<file path="src/rtl/addr_gen_unit_if.sv">
// Request/response and shared read-bus signals of the 6502 effective-address generator.
// The master side issues requests and serves reads; the slave side is the generator.
interface addr_gen_unit_if #(
    parameter int DATA_W = 8
);
    localparam int ADDR_W = 2 * DATA_W;

    logic              start;
    logic [3:0]        mode;
    logic [ADDR_W-1:0] pc;
    logic [DATA_W-1:0] x_in;
    logic [DATA_W-1:0] y_in;
    logic [DATA_W-1:0] data_read;
    logic [ADDR_W-1:0] mem_addr;
    logic              mem_req;
    logic              busy;
    logic              done;
    logic [ADDR_W-1:0] ea;
    logic              page_cross;
    logic [1:0]        operand_len;
    logic              err;

    modport master (
        output start, mode, pc, x_in, y_in, data_read,
        input  mem_addr, mem_req, busy, done, ea, page_cross, operand_len, err
    );

    modport slave (
        input  start, mode, pc, x_in, y_in, data_read,
        output mem_addr, mem_req, busy, done, ea, page_cross, operand_len, err
    );
endinterface

</file>
<file path="src/rtl/addr_gen_unit.sv">
// Sequenced 6502 effective-address generator: fetches operand and pointer bytes over
// the shared read bus and returns the effective address, page-cross flag and operand length.
module addr_gen_unit #(
    parameter int DATA_W       = 8,
    parameter int PAGE_PENALTY = 1,
    parameter int JMP_IND_BUG  = 1
) (
    input logic            clk,
    input logic            rst,
    addr_gen_unit_if.slave bus
);
    localparam int ADDR_W = 2 * DATA_W;
    localparam logic [DATA_W-1:0] ZERO_PAGE = '0;

    typedef enum logic [2:0] {
        S_IDLE, S_FETCH_LO, S_FETCH_HI, S_PTR_LO, S_PTR_HI, S_FIX, S_DONE
    } state_t;

    typedef enum logic [3:0] {
        M_IMM, M_ZP, M_ZPX, M_ZPY, M_ABS, M_ABSX, M_ABSY, M_IND, M_INDX, M_INDY
    } mode_t;

    state_t            state, state_nxt;
    mode_t             mode_q;
    logic [ADDR_W-1:0] pc_q;
    logic [DATA_W-1:0] x_q, y_q, lo_q, hi_q, pl_q;
    logic [ADDR_W-1:0] ea_q;
    logic              page_cross_q;
    logic [1:0]        len_q;
    logic              err_q;

    logic              accept;
    logic              mode_ok;
    logic [DATA_W-1:0] idx;
    logic [DATA_W:0]   abs_sum;
    logic [DATA_W:0]   ptr_sum;
    logic [DATA_W-1:0] zp_lo;
    logic [DATA_W-1:0] lo_inc;
    logic [DATA_W-1:0] zp_ptr;
    logic [DATA_W-1:0] zp_ptr_inc;
    logic [ADDR_W-1:0] mem_addr;

    function automatic logic [1:0] len_of(input logic [3:0] m);
        case (m)
            M_IMM, M_ZP, M_ZPX, M_ZPY, M_INDX, M_INDY: len_of = 2'd1;
            M_ABS, M_ABSX, M_ABSY, M_IND:              len_of = 2'd2;
            default:                                   len_of = 2'd0;
        endcase
    endfunction

    assign accept  = bus.start && (state == S_IDLE || state == S_DONE);
    assign mode_ok = (bus.mode <= M_INDY);

    always_comb begin
        case (mode_q)
            M_ZPX, M_ABSX:         idx = x_q;
            M_ZPY, M_ABSY, M_INDY: idx = y_q;
            default:               idx = '0;
        endcase
    end

    // Low-byte sums keep the carry bit so the high byte and page_cross can use it.
    assign abs_sum    = {1'b0, lo_q} + {1'b0, idx};
    assign ptr_sum    = {1'b0, pl_q} + {1'b0, y_q};
    assign zp_lo      = bus.data_read + idx;
    assign lo_inc     = lo_q + DATA_W'(1);
    assign zp_ptr     = lo_q + x_q;
    assign zp_ptr_inc = zp_ptr + DATA_W'(1);

    always_ff @(posedge clk or posedge rst) begin
        if (rst) state <= S_IDLE;
        else     state <= state_nxt;
    end

    // NOTE: every combinational output is given a default first so no path infers a latch.
    always_comb begin
        state_nxt = state;
        case (state)
            S_IDLE, S_DONE: begin
                if (accept) begin
                    if (!mode_ok || bus.mode == M_IMM) state_nxt = S_DONE;
                    else                               state_nxt = S_FETCH_LO;
                end else if (state == S_DONE) begin
                    state_nxt = S_IDLE;
                end
            end
            S_FETCH_LO: begin
                case (mode_q)
                    M_ZP, M_ZPX, M_ZPY: state_nxt = S_DONE;
                    M_INDX, M_INDY:     state_nxt = S_PTR_LO;
                    default:            state_nxt = S_FETCH_HI;
                endcase
            end
            S_FETCH_HI: begin
                case (mode_q)
                    M_ABSX, M_ABSY: state_nxt = (abs_sum[DATA_W] && PAGE_PENALTY != 0) ? S_FIX : S_DONE;
                    M_IND:          state_nxt = S_PTR_LO;
                    default:        state_nxt = S_DONE;
                endcase
            end
            S_PTR_LO: state_nxt = S_PTR_HI;
            S_PTR_HI: begin
                if (mode_q == M_INDY && ptr_sum[DATA_W] && PAGE_PENALTY != 0) state_nxt = S_FIX;
                else                                                           state_nxt = S_DONE;
            end
            S_FIX:   state_nxt = S_DONE;
            default: state_nxt = S_IDLE;
        endcase
    end

    always_comb begin
        mem_addr = '0;
        case (state)
            S_FETCH_LO: mem_addr = pc_q;
            S_FETCH_HI: mem_addr = pc_q + ADDR_W'(1);
            S_PTR_LO: begin
                case (mode_q)
                    M_IND:   mem_addr = {hi_q, lo_q};
                    M_INDX:  mem_addr = {ZERO_PAGE, zp_ptr};
                    default: mem_addr = {ZERO_PAGE, lo_q};
                endcase
            end
            S_PTR_HI: begin
                case (mode_q)
                    // The original JMP (ind) never carries into the pointer's high byte.
                    M_IND:   mem_addr = (JMP_IND_BUG != 0) ? {hi_q, lo_inc} : {hi_q, lo_q} + ADDR_W'(1);
                    M_INDX:  mem_addr = {ZERO_PAGE, zp_ptr_inc};
                    default: mem_addr = {ZERO_PAGE, lo_inc};
                endcase
            end
            default: ;
        endcase
    end

    // NOTE: sequential state uses non-blocking assignments so all registers update together.
    always_ff @(posedge clk or posedge rst) begin
        if (rst) begin
            mode_q       <= M_IMM;
            pc_q         <= '0;
            x_q          <= '0;
            y_q          <= '0;
            lo_q         <= '0;
            hi_q         <= '0;
            pl_q         <= '0;
            ea_q         <= '0;
            page_cross_q <= 1'b0;
            len_q        <= 2'd0;
            err_q        <= 1'b0;
        end else if (accept) begin
            mode_q       <= mode_t'(bus.mode);
            pc_q         <= bus.pc;
            x_q          <= bus.x_in;
            y_q          <= bus.y_in;
            page_cross_q <= 1'b0;
            err_q        <= !mode_ok;
            len_q        <= len_of(bus.mode);
            ea_q         <= (bus.mode == M_IMM) ? bus.pc : '0;
        end else begin
            case (state)
                S_FETCH_LO: begin
                    lo_q <= bus.data_read;
                    if (mode_q == M_ZP || mode_q == M_ZPX || mode_q == M_ZPY)
                        ea_q <= {ZERO_PAGE, zp_lo};
                end
                S_FETCH_HI: begin
                    hi_q <= bus.data_read;
                    if (mode_q == M_ABS) begin
                        ea_q <= {bus.data_read, lo_q};
                    end else if (mode_q == M_ABSX || mode_q == M_ABSY) begin
                        ea_q         <= {bus.data_read + DATA_W'(abs_sum[DATA_W]), abs_sum[DATA_W-1:0]};
                        page_cross_q <= abs_sum[DATA_W];
                    end
                end
                S_PTR_LO: pl_q <= bus.data_read;
                S_PTR_HI: begin
                    if (mode_q == M_INDY) begin
                        ea_q         <= {bus.data_read + DATA_W'(ptr_sum[DATA_W]), ptr_sum[DATA_W-1:0]};
                        page_cross_q <= ptr_sum[DATA_W];
                    end else begin
                        ea_q <= {bus.data_read, pl_q};
                    end
                end
                default: ;
            endcase
        end
    end

    assign bus.mem_addr    = mem_addr;
    assign bus.mem_req     = (state == S_FETCH_LO) || (state == S_FETCH_HI) ||
                             (state == S_PTR_LO)   || (state == S_PTR_HI);
    assign bus.busy        = (state != S_IDLE) && (state != S_DONE);
    assign bus.done        = (state == S_DONE);
    assign bus.ea          = ea_q;
    assign bus.page_cross  = page_cross_q;
    assign bus.operand_len = len_q;
    assign bus.err         = err_q;
endmodule

</file>
<file path="src/flat_wrapper.sv">
// flat-port wrapper written by rule: the top's interface ports become plain ports
module addr_gen_unit_flat 
#(
    parameter int DATA_W       = 8,
    parameter int PAGE_PENALTY = 1,
    parameter int JMP_IND_BUG  = 1
)
  (clk, rst, bus_start, bus_mode, bus_pc, bus_x_in, bus_y_in, bus_data_read, bus_mem_addr, bus_mem_req, bus_busy, bus_done, bus_ea, bus_page_cross, bus_operand_len, bus_err);
  addr_gen_unit_if #(.DATA_W(DATA_W)) bus_i ();
  input logic clk;
  input logic rst;
  input wire logic [$bits(bus_i.start)-1:0] bus_start;
  input wire logic [$bits(bus_i.mode)-1:0] bus_mode;
  input wire logic [$bits(bus_i.pc)-1:0] bus_pc;
  input wire logic [$bits(bus_i.x_in)-1:0] bus_x_in;
  input wire logic [$bits(bus_i.y_in)-1:0] bus_y_in;
  input wire logic [$bits(bus_i.data_read)-1:0] bus_data_read;
  output wire logic [$bits(bus_i.mem_addr)-1:0] bus_mem_addr;
  output wire logic [$bits(bus_i.mem_req)-1:0] bus_mem_req;
  output wire logic [$bits(bus_i.busy)-1:0] bus_busy;
  output wire logic [$bits(bus_i.done)-1:0] bus_done;
  output wire logic [$bits(bus_i.ea)-1:0] bus_ea;
  output wire logic [$bits(bus_i.page_cross)-1:0] bus_page_cross;
  output wire logic [$bits(bus_i.operand_len)-1:0] bus_operand_len;
  output wire logic [$bits(bus_i.err)-1:0] bus_err;
  assign bus_i.start = bus_start;
  assign bus_i.mode = bus_mode;
  assign bus_i.pc = bus_pc;
  assign bus_i.x_in = bus_x_in;
  assign bus_i.y_in = bus_y_in;
  assign bus_i.data_read = bus_data_read;
  assign bus_mem_addr = bus_i.mem_addr;
  assign bus_mem_req = bus_i.mem_req;
  assign bus_busy = bus_i.busy;
  assign bus_done = bus_i.done;
  assign bus_ea = bus_i.ea;
  assign bus_page_cross = bus_i.page_cross;
  assign bus_operand_len = bus_i.operand_len;
  assign bus_err = bus_i.err;
  addr_gen_unit #(.DATA_W(DATA_W), .PAGE_PENALTY(PAGE_PENALTY), .JMP_IND_BUG(JMP_IND_BUG)) u_core (.clk(clk), .rst(rst), .bus(bus_i));
endmodule
</file>
<file path="config.mk">
export PLATFORM = sky130hd
export DESIGN_NAME = addr_gen_unit_flat
export DESIGN_NICKNAME = d
export VERILOG_FILES = /design/src/rtl/addr_gen_unit_if.sv /design/src/rtl/addr_gen_unit.sv /design/src/flat_wrapper.sv
export SDC_FILE = /design/constraint.sdc
export NUM_CORES = 1
export LEC_CHECK = 0
export ABC_AREA = 1
export BUFFER_PORTS_ARGS = -buffer_cell sky130_fd_sc_hd__buf_2
export CORE_MARGIN = 5
export CORE_UTILIZATION = 45
export CTS_CLUSTER_SIZE = 30
export DETAILED_ROUTE_END_ITERATION = 12
export HOLD_SLACK_MARGIN = 0.05
export SLEW_MARGIN = 20
export SYNTH_ARGS = -nofsm -noshare
export SYNTH_HDL_FRONTEND = slang
export SYNTH_SLANG_ARGS = --single-unit
</file>
<file path="constraint.sdc">
create_clock -name clk -period 6.01 [get_ports clk]
set_clock_uncertainty 0.2 [all_clocks]
set_input_delay 1.202 -clock clk [delete_from_list [all_inputs] [get_ports clk]]
set_output_delay 1.202 -clock clk [all_outputs]
set_load 0.05 [all_outputs]
</file>
Yosys cells after proc, flatten, opt, wreduce, memory -nomap -nowiden

Memory sizes are Yosys's and may differ from the RTL's. A register that Yosys moved wholly into a read port is not among the register bits.
Index checks and enable logic that the tools add are counted.

Logic and storage cells: 97
Register bits: 81
Output and inout bits: 39
Memories: 1
ROM bits: 32
Input bits: 47

$lt $le $gt $ge: 1
Reductions and logical operators: 28
Multiplexer cells: 24
Bitwise gates (word level): 1
Add/sub/neg operators: 9
Equal/unequal tests: 22

Memory list:

| name             | words | width | rd ports | clocked after Yosys merged registers in | wr ports | line                | RTL |
|---|---|---|---|---|---|---|---|
| (name not given) | 16    | 2     | 1        | 1                                       | 0        | addr_gen_unit.sv:44 | `case (m)` |

Operator list:

| kind                                                                    | count |
|---|---|
| 16-bit 2-to-1 mux                                                       | 6 |
| 16-bit one-hot mux with 2 select lines                                  | 2 |
| 16-bit one-hot mux with 4 select lines                                  | 1 |
| 16-bit one-hot mux with 3 select lines                                  | 1 |
| 8-bit by 8-bit adder with 9-bit output                                  | 2 |
| 3-bit one-hot mux with 6 select lines                                   | 1 |
| 16-bit by 1-bit adder with 16-bit output, second input constant         | 1 |
| 8-bit by 1-bit adder with 8-bit output                                  | 2 |
| 8-bit by 1-bit adder with 8-bit output, second input constant           | 2 |
| 8-bit adder                                                             | 2 |
| 4-bit by 3-bit equality test with 1-bit output, second input constant   | 4 |
| 8-bit one-hot mux with 2 select lines                                   | 1 |
| 3-bit one-hot mux with 2 select lines                                   | 2 |
| 3-bit equality test, second input constant                              | 3 |
| 3-bit 2-to-1 mux                                                        | 3 |
| 3-bit by 1-bit inequality test with 1-bit output, second input constant | 3 |
| 4-bit by 2-bit equality test with 1-bit output, second input constant   | 2 |
| 4-bit equality test, second input constant                              | 2 |
| 1-bit logical OR                                                        | 8 |
| 2-bit OR reduction                                                      | 4 |
| 3-bit by 2-bit equality test with 1-bit output, second input constant   | 2 |
| 3-bit by 2-bit inequality test with 1-bit output, second input constant | 2 |
| 2-bit AND reduction                                                     | 3 |
| 3-bit nonzero test                                                      | 2 |
| other kinds (17)                                                        | 24 |

Depth between registers and ports, before layout

Gate-level depths: netlist of the first run.

Word-level depth: 9
Depth in mapped cells: 25
Mapped depth without buffers: 25

Least setup slack after synthesis of the first run

Ideal clock, no wire load.

Kind: register to output
From: register u_core.pc_q[0]
To: output port bus_mem_addr[8]
Required time: 4608 ps
Arrival: 2911 ps
Slack: 1697 ps
Stages on the path, launching flop included: 11
Buffers on the path: 0
Path through: dfrtp_1 ha_1 nand2_1 inv_1 nand2_1 nor2_1 nand2_1 inv_1 nand2_2 nor2_4 o311ai_0

Longest elaborated chain between the ends: 2

Ends and longest elaborated chain:

| what                                     | line                 | RTL |
|---|---|---|
| from (decl)                              | addr_gen_unit.sv:25  | `logic [ADDR_W-1:0] pc_q;` |
| from (signal assigned)                   | addr_gen_unit.sv:151 | `pc_q <= bus.pc;` |
| 16-bit by 1-bit adder with 16-bit output | addr_gen_unit.sv:115 | `S_FETCH_HI: mem_addr = pc_q + ADDR_W'(1);` |
| 16-bit one-hot mux with 4 select lines   | addr_gen_unit.sv:113 | `case (state)` |
| to (decl)                                | flat_wrapper.sv:18   | `output wire logic [$bits(bus_i.mem_addr)-1:0] bus_mem_addr;` |

Every way passes these cells.

Worst setup path in the final report of the first run

From: register u_core.state[2]
To: output port bus_mem_addr[7]

Longest elaborated chain between the ends: 2
Elaborated cells on any way between the ends: 5
Those cells by class: eq/ne (4); mux (1)

Ends and longest elaborated chain:

| what                                              | line                 | RTL |
|---|---|---|
| from (decl)                                       | addr_gen_unit.sv:23  | `state_t state, state_nxt;` |
| from (signal assigned)                            | addr_gen_unit.sv:72  | `else state <= state_nxt;` |
| 3-bit equality test, or another cell as far along | addr_gen_unit.sv:113 |  |
| 16-bit one-hot mux with 4 select lines *          | addr_gen_unit.sv:113 |  |

Mark *: on every way between the ends. The rest lies on a longest branch, timed or not.

==> results of run 1 <==
-- through the flow --
stage,std cells,setup WS (ns),util
after floorplan,933,1.70,-
after global placement,1176,1.79,0.494
after detailed placement,1176,1.70,0.494
after CTS,1192,1.30,0.513
after global routing,1192,1.40,0.513
final,1192,1.72,0.513
-- cells by family after synthesis --
kind of cell             Yosys count  share of synthesized area
flip-flops                        83                      0.311
buffers and inverters            160                      0.102
XOR/XNOR                          18                     0.0281
AO/OA/AOI/OAI                    225                      0.197
adder cells (fa/ha/maj)           41                     0.0813
AND/OR/NAND/NOR                  406                      0.281
-- final timing paths --
| check | start | end | slack (ns) | cells past startpoint |
|---|---|---|---|---|
| max | u_core.state[2]$_DFFE_PP0P_ | bus_mem_addr[7] | 1.72 | 6 |
| min | u_core.bus.operand_len[0]$_DFFE_PP0P_ | u_core.bus.operand_len[0]$_DFFE_PP0P_ | 0.28 | 2 |
| max reg2reg | u_core.mode_q[3]$_DFFE_PP0P_ | u_core.bus.ea[15]$_DFFE_PP0P_ | 2.05 | 22 |
| min reg2reg | u_core.bus.operand_len[0]$_DFFE_PP0P_ | u_core.bus.operand_len[0]$_DFFE_PP0P_ | 0.28 | 2 |
| max in group asynchronous | rst | u_core.y_q[1]$_DFFE_PP0P_ | 3.83 | 3 |
| min in group asynchronous | rst | u_core.pc_q[13]$_DFFE_PP0P_ | 0.74 | 2 |
-- worst min-delay path: cells and delay by family, from the launching register on --
kind             cells  cell delay [ns]
and+or+nand+nor      2             0.11
DFF                  1             0.34
-- state kept, by name (all words and copies together), names as in the netlist, 4 cells and up --
signal         count
u_core.bus.ea     16
u_core.pc_q       16
u_core.hi_q        8
u_core.lo_q        8
u_core.pl_q        8
u_core.x_q         8
u_core.y_q         8
u_core.mode_q      4
-- cells in the mapped netlist, types with 6 or more instances --
cell,number,area (sq um)
nand2_1,236,886
nand2_2,8,50.1
buf_2,8,40.0
nand3_1,65,325
o21ai_1,24,120
dfrtp_1,83,2080
a31oi_1,19,119
xor2_1,10,87.6
ha_1,37,463
nand2_4,6,67.6
nor2_4,9,101
inv_2,9,33.8
nor3_1,6,30.0
o22ai_1,13,81.3
o21ai_0,76,380
o211ai_1,6,45.0
nand4_1,11,68.8
clkbuf_1,10,37.5
buf_4,7,52.6
nor2_2,7,43.8
a21oi_1,54,270
nor2_1,42,158
inv_1,117,439
-- area by class of cell --
| type | instances | area, sq um |
|---|---|---|
| inverter | 131 | 503 |
| fill | 1543 | 7070 |
| tap | 184 | 230 |
| clock buffer | 9 | 225 |
| timing repair buffer | 88 | 448 |
| sequential | 83 | 2080 |
| clock inverter | 7 | 51.3 |
| multi-input combinational | 690 | 3930 |
-- layer usage --
metal | share of wire | vias to the layer above | GRT usage
met2 | 0.43 | 258 | 0.360
met4 | 0.028 | 0 | 0.0954
met1 | 0.46 | 3101 | 0.359
met3 | 0.077 | 41 | 0.0435
met5 | 0 | - | 0
li1 | - | 3257 | -
-- layout by cell type, fill, tap and decap left out, types with 5 or more instances in the layout --
cell       Yosys  layout
a21oi_1       54      54
a31oi_1       19      19
buf_2          8      85
clkbuf_16      0       9
dfrtp_1       83      83
ha_1          37      37
inv_1        117     116
inv_2          9       9
nand2_1      236     236
nand2_2        8       8
nand2_4        6       6
nand3_1       65      65
nand4_1       11      11
nor2_1        42      42
nor2_2         7       7
nor2_4         9       9
nor3_1         6       5
o211ai_1       6       6
o21ai_0       76      76
o21ai_1       24      24
o22ai_1       13      13
xor2_1        10      10
==> impl_results.md, run 1 <==
- Status: finished, final reports clean
- Initial Util: 0.460
- Setup TNS Final: 0 ns
- Vias: 6,657
- Cell variety after synth: 54
- Die footprint: 17,400 sq um
- Buf+Inv Stages, Crit Path: 2
- Fmax: 0.233 GHz
- Number of antenna-violating nets in the routed design: 0
- Drc violations: 0
- Post-synthesis sequential area ratio: 0.311
- Number of gates resized after CTS: 0
- Root Driver: clkbuf_16
- Worst setup EP type: primary output
- CTS clk-pin slew, worst paths: approximately 0.070 ns
- Longest Clk Path Bufs: 2
- Cell Rows: 44
- Die height: 132 um
- Net count of the mapped netlist: 1,021
- CP arrival: roughly 2.9 ns
- Normalized max-slew margin: 0.406
- Critical path's top delay family: buffers and inverters
- Largest net degree at the start of global routing: 82
- Skew-Pair Late Insertion Delay: 0.35 ns
- CTS Sinks: 83
- Average cell area after synthesis: 7.16 sq um
- Max-slew violation count: 0
- Period utilisation layout: 0.714
- CP max FO: 26
- Slowest cell on the critical path: nor2_4
- Grt total ovfl: 0
- Buffers inserted by post-CTS timing repair: 0
- Ant diodes: 0
- CTS tree: built
- Worst Max-Slew Pin Slew: 0.888 ns
- Post-synth top flop: dfrtp_1
- CP Launch Type: flop
- Unrepaired setup endpoints after global routing: false
- Final WL: 21,200 um
- Async set-reset flop share out of synthesis: 1.00
- Critical Path Max Stage Delay: 0.63 ns
- Total core area: 14,500 sq um
- Min Tclk post-route: 4.29 ns
- Final setup fails: 0
- Vias in the first global route: approximately 6,200
- Drt pass-1 iters: 6
- DR WL/cell: 17.8 um
- Max Cap Violations: 0
- Via/cell ratio: around 5.6
- CP Cell Sequence: nor2_4 > clkinv_1 > o21ai_0 > a21oi_1 > nand2_1 > buf_2
- Number of I/O pins: 86
- Final Hold Viols: 0
- Finished layout cell area: 7460 sq um
- Mapped Area: around 6700 sq um
- Syn Inst Count: 933
- Cts hold-fix bufs: 0
- Worst Path Required: 4.61 ns
- Share of cells above drive strength 1: 0.169
- Hold WS: 0.283 ns
- CP Class: reg2out
- Initial antenna violation count: 0
- Post-DP Area: 7180 sq um
- Post-synth EDFFs: 0
- GRT Overall Usage: 0.245
- Yosys reg bits: 83
- I/O Buffers: 85
- H-tree depth: 3
- Final #Nets: 1,091
- Yosys Warn Count: 0
- Drt initial violations: between 600 and 700
- Placer Congestion: 0.940
- First-pass GRT wire length: 34,000 um
- HPWL after DPL: 16,500 um
- Hold/Removal Path Class: reg2reg
- Syn-to-layout area delta: 11.7%
- CTS Buf Count: 9
- Die Wd: 132 um
Power of run 1 is left out: the tool's default activity adds up to more than one toggle a clock period on the data nets, which glitch-free logic cannot reach.
==> run 2, diff against run 1 <==
ABC_AREA = 0   (was 1)
PLACE_DENSITY = 0.67   (was not set)
clock period = 3.82 ns   (was 6.01 ns; I/O delays follow)
==> run 2 against run 1 <==
  * The run now ends with setup timing left
  * Setup slack worse by 1.8 ns
  * Sequential share of layout area is 1.8 points lower
  * Cell area increased by 7.4%
  * Via count is 1.8% higher
  * Utilization is 6.4 points higher
  * Cell count down 4.4%
  * Synthesized cell count down 12%
  * Hold slack got worse by 0.0076 ns
  * Non-clock buffer count is 74 higher
  * Register-to-register slack worse by 2.2 ns
  * Flip-flop and latch count did not move
  * First-iteration DRC count grew 17%
==> impl_results.md, run 2 <==
- CTS Sinks: 83
- Net count of the mapped netlist: between 900 and 1,000
- Largest net degree at the start of global routing: 41
- Seq. cell area: ~2100 sq um
- Normalized max-slew margin: 0.429
- # fillers: 1,295
- Max-slew violation count: 0
- Cell Rows: 43
- Cts hold-fix bufs: 0
- Hold path startpoint: u_core.hi_q[0]$_DFFE_PP0P_
- R2r setup slk: -0.10 ns
- Total core area: 13,900 sq um
- Initial Util: 0.460
- Post-synth EDFFs: 0
- Syn-to-layout area delta: 25.6%
- Critical Path End: u_core.bus.ea[14]$_DFFE_PP0P_
- Final Hold Viols: 0
- Fin util: 0.577
- Yosys Warn Count: 0
- Worst setup EP type: flop
- Worst Max-Slew Pin Slew: 0.850 ns
- Commonest non-fill, non-tap cells in the layout: nand2_1 (220), buf_2 (80), dfrtp_1 (78)
- GRT Overall Usage: 0.268
- Worst Path Required: 3.85 ns
- Average cell area after synthesis: 7.74 sq um
- Final WL: 22,200 um
- Critical Path Source: u_core.mode_q[2]$_DFFE_PP0P_
- Multi-input logic area: about 4300 sq um
- Failing checks: setup timing
- Mapped Area: 6380 sq um
- Final Non-Filler Cells: about 1,100
- RR Endpoint: u_core.bus.ea[14]$_DFFE_PP0P_
- First-pass GRT wire length: 34,400 um
- Root Driver: clkbuf_16
- Post-synth top area cell: dfrtp_1
- H-tree depth: 3
- Post-synth top flop: dfrtp_1
- Die Wd: 129 um
- Ant diodes: 0
- HPWL after DPL: 16,400 um
- CP Cell Sequence: buf_4 > mux2i_4 > a22oi_2 > o21ai_2 > ha_2 > inv_2 > fa_2 > nor2b_4 > o21a_1 > o21a_1 > o21a_1 > o41a_1 > ha_2 > ha_4 > nand2_2 > nor2_2 > xor2_1 > a222oi_1 > a21oi_1
- Vias: 6,780
- Dpl cells: 1,103
- Top-area cell type share of the netlist area: 0.326
- Crit Reg-Reg Startpoint: u_core.mode_q[2]$_DFFE_PP0P_
- Via/cell ratio: 5.95
- I/O Buffers: 85
- Slowest cell on the critical path: dfrtp_2
- Synth cell count leaders: nand2_1 (223), dfrtp_1 (83), nor2_1 (63)
- Status: complete, but fails checks
- CTS tree: built
- CP Class: reg2reg
- CP max FO: 5
- Die height: 129 um
- CTS clk-pin slew, worst paths: 0.06 ns
- Post-synthesis sequential area ratio: 0.326
- Fmax: roughly 0.25 GHz
- CP arrival: 3.95 ns
- Final setup fails: 5
- Worst reg-to-reg path cell count: 19
- Yosys reg bits: 83
- Skew-Pair Late Insertion Delay: 0.36 ns
- Critical Path Max Stage Delay: 0.44 ns
- Most common cell after layout, fill and taps aside: nand2_1
- Post-route setup slack: -0.103 ns
- Number of I/O pins: 86
- Most common cell in the netlist: nand2_1
- Vias in the first global route: between 6,000 and 7,000
- Unrepaired setup endpoints after global routing: true
- Drc violations: 0
- Drt initial violations: roughly 770
- Placer Congestion: 0.948
- Critical Path Most Common Cell: o21a_1
- Min Tclk post-route: ~3.9 ns
- CP Launch Type: flop
- Die footprint: between 15,000 and 20,000 sq um
- Drt pass-1 iters: 7
- Grt total ovfl: 0
- Number of antenna-violating nets in the routed design: 0
- Area contributors post-synth: dfrtp_1 (33%), nand2_1 (13%), ha_1 (7.3%)
- Initial antenna violation count: 0
- DP Worst Slack: -0.112 ns
- DR WL/cell: 19.4 um
- CTS Buf Count: 9
- Hold/Removal Path Class: reg2reg
- Period utilisation layout: 1.03
- Longest Clk Path Bufs: 2
- Share of cells above drive strength 1: 0.248
- Async set-reset flop share out of synthesis: 1.00
- Final #Nets: 1,043
- Cell variety after synth: 67
- Max Cap Violations: 0
- Syn Inst Count: between 800 and 900
## run 2: cell count changes in the layout (fill, tap and decap cells not counted), sizes merged, moves of 9 or more
| cell | change |
|---|---|
| inv | -108 |
| buf | +73 |
| nand3 | -53 |
| o21ai | -49 |
| nand2 | -26 |
| nor3 | +16 |
| mux2i | +13 |
| o21a | +13 |
| xnor2 | +11 |
| a21oi | -10 |
| a22oi | +9 |
## run 2: routing by layer
layer	up-vias	part of all wire	routed length, um	global-route usage
li1	3181	-	-	-
met1	3230	0.44	9790	0.386
met2	323	0.44	9820	0.410
met3	46	0.088	1950	0.0429
met4	0	0.028	614	0.0914
met5	-	0	0	0
## run 2: worst max-delay path: cells and delay by family, from the launching register on
| kind | cells | cell delay (ns) |
|---|---|---|
| DFF | 1 | 0.44 |
| and+or+nand+nor | 3 | 0.17 |
| muxes | 1 | 0.20 |
| adders and majority gates | 4 | 0.78 |
| AOI/OAI and AO/OA | 8 | 1.68 |
| buffers and inverters | 2 | 0.21 |
| xor gates and xnor gates | 1 | 0.13 |
## run 2: kinds of logic (layout without fill, tap and decap cells)
group / count (synthesis) / count (layout) / share of synthesized area
muxes: 14 / 14 / 0.0227
adders and majority gates: 42 / 42 / 0.0867
buffers and inverters: 66 / 202 / 0.0437
xor gates and xnor gates: 35 / 35 / 0.0524
and+or+nand+nor: 378 / 378 / 0.256
AOI/OAI and AO/OA: 206 / 206 / 0.213
DFF: 83 / 83 / 0.326
## run 2: worst min path at each step
stage	endpoint	slack (ns)	cells past startpoint
2_1_floorplan	u_core.hi_q[3]$_DFFE_PP0P_	0.25	2
3_3_place_gp	u_core.bus.operand_len[0]$_DFFE_PP0P_	0.26	1
3_5_place_dp	u_core.hi_q[0]$_DFFE_PP0P_	0.26	2
4_1_cts	u_core.hi_q[0]$_DFFE_PP0P_	0.28	2
5_1_grt	u_core.hi_q[3]$_DFFE_PP0P_	0.32	2
6_report	u_core.hi_q[0]$_DFFE_PP0P_	0.28	2
## run 2: cell type report
class                           instances  share of cell area
Tap cell                              180              0.0281
Inverter                               24              0.0114
Multi-Input combinational cell        675               0.535
Clock buffer                           12              0.0333
Clock inverter                          4             0.00390
Timing Repair Buffer                  162               0.129
Sequential cell                        83               0.260
## run 2: what timing repair did
action / 4_1_cts / 5_1_grt
resized for setup: 27 / 29
pin swaps: 6 / 26
setup endpoints to repair: 8 / 15
buffers inserted: 9 / 12
## run 2: metrics by stage
stage               setup TNS [ns]  area (sq um)  hold WS [ns]
floorplan                   -0.695          6430         0.245
global placement                 0          7340         0.261
detailed placement          -0.346          7340         0.263
CTS                              0          7830         0.279
global route                 -1.79          8010         0.320
finish                      -0.429          8010         0.275
Power of run 2 is left out for the same reason.
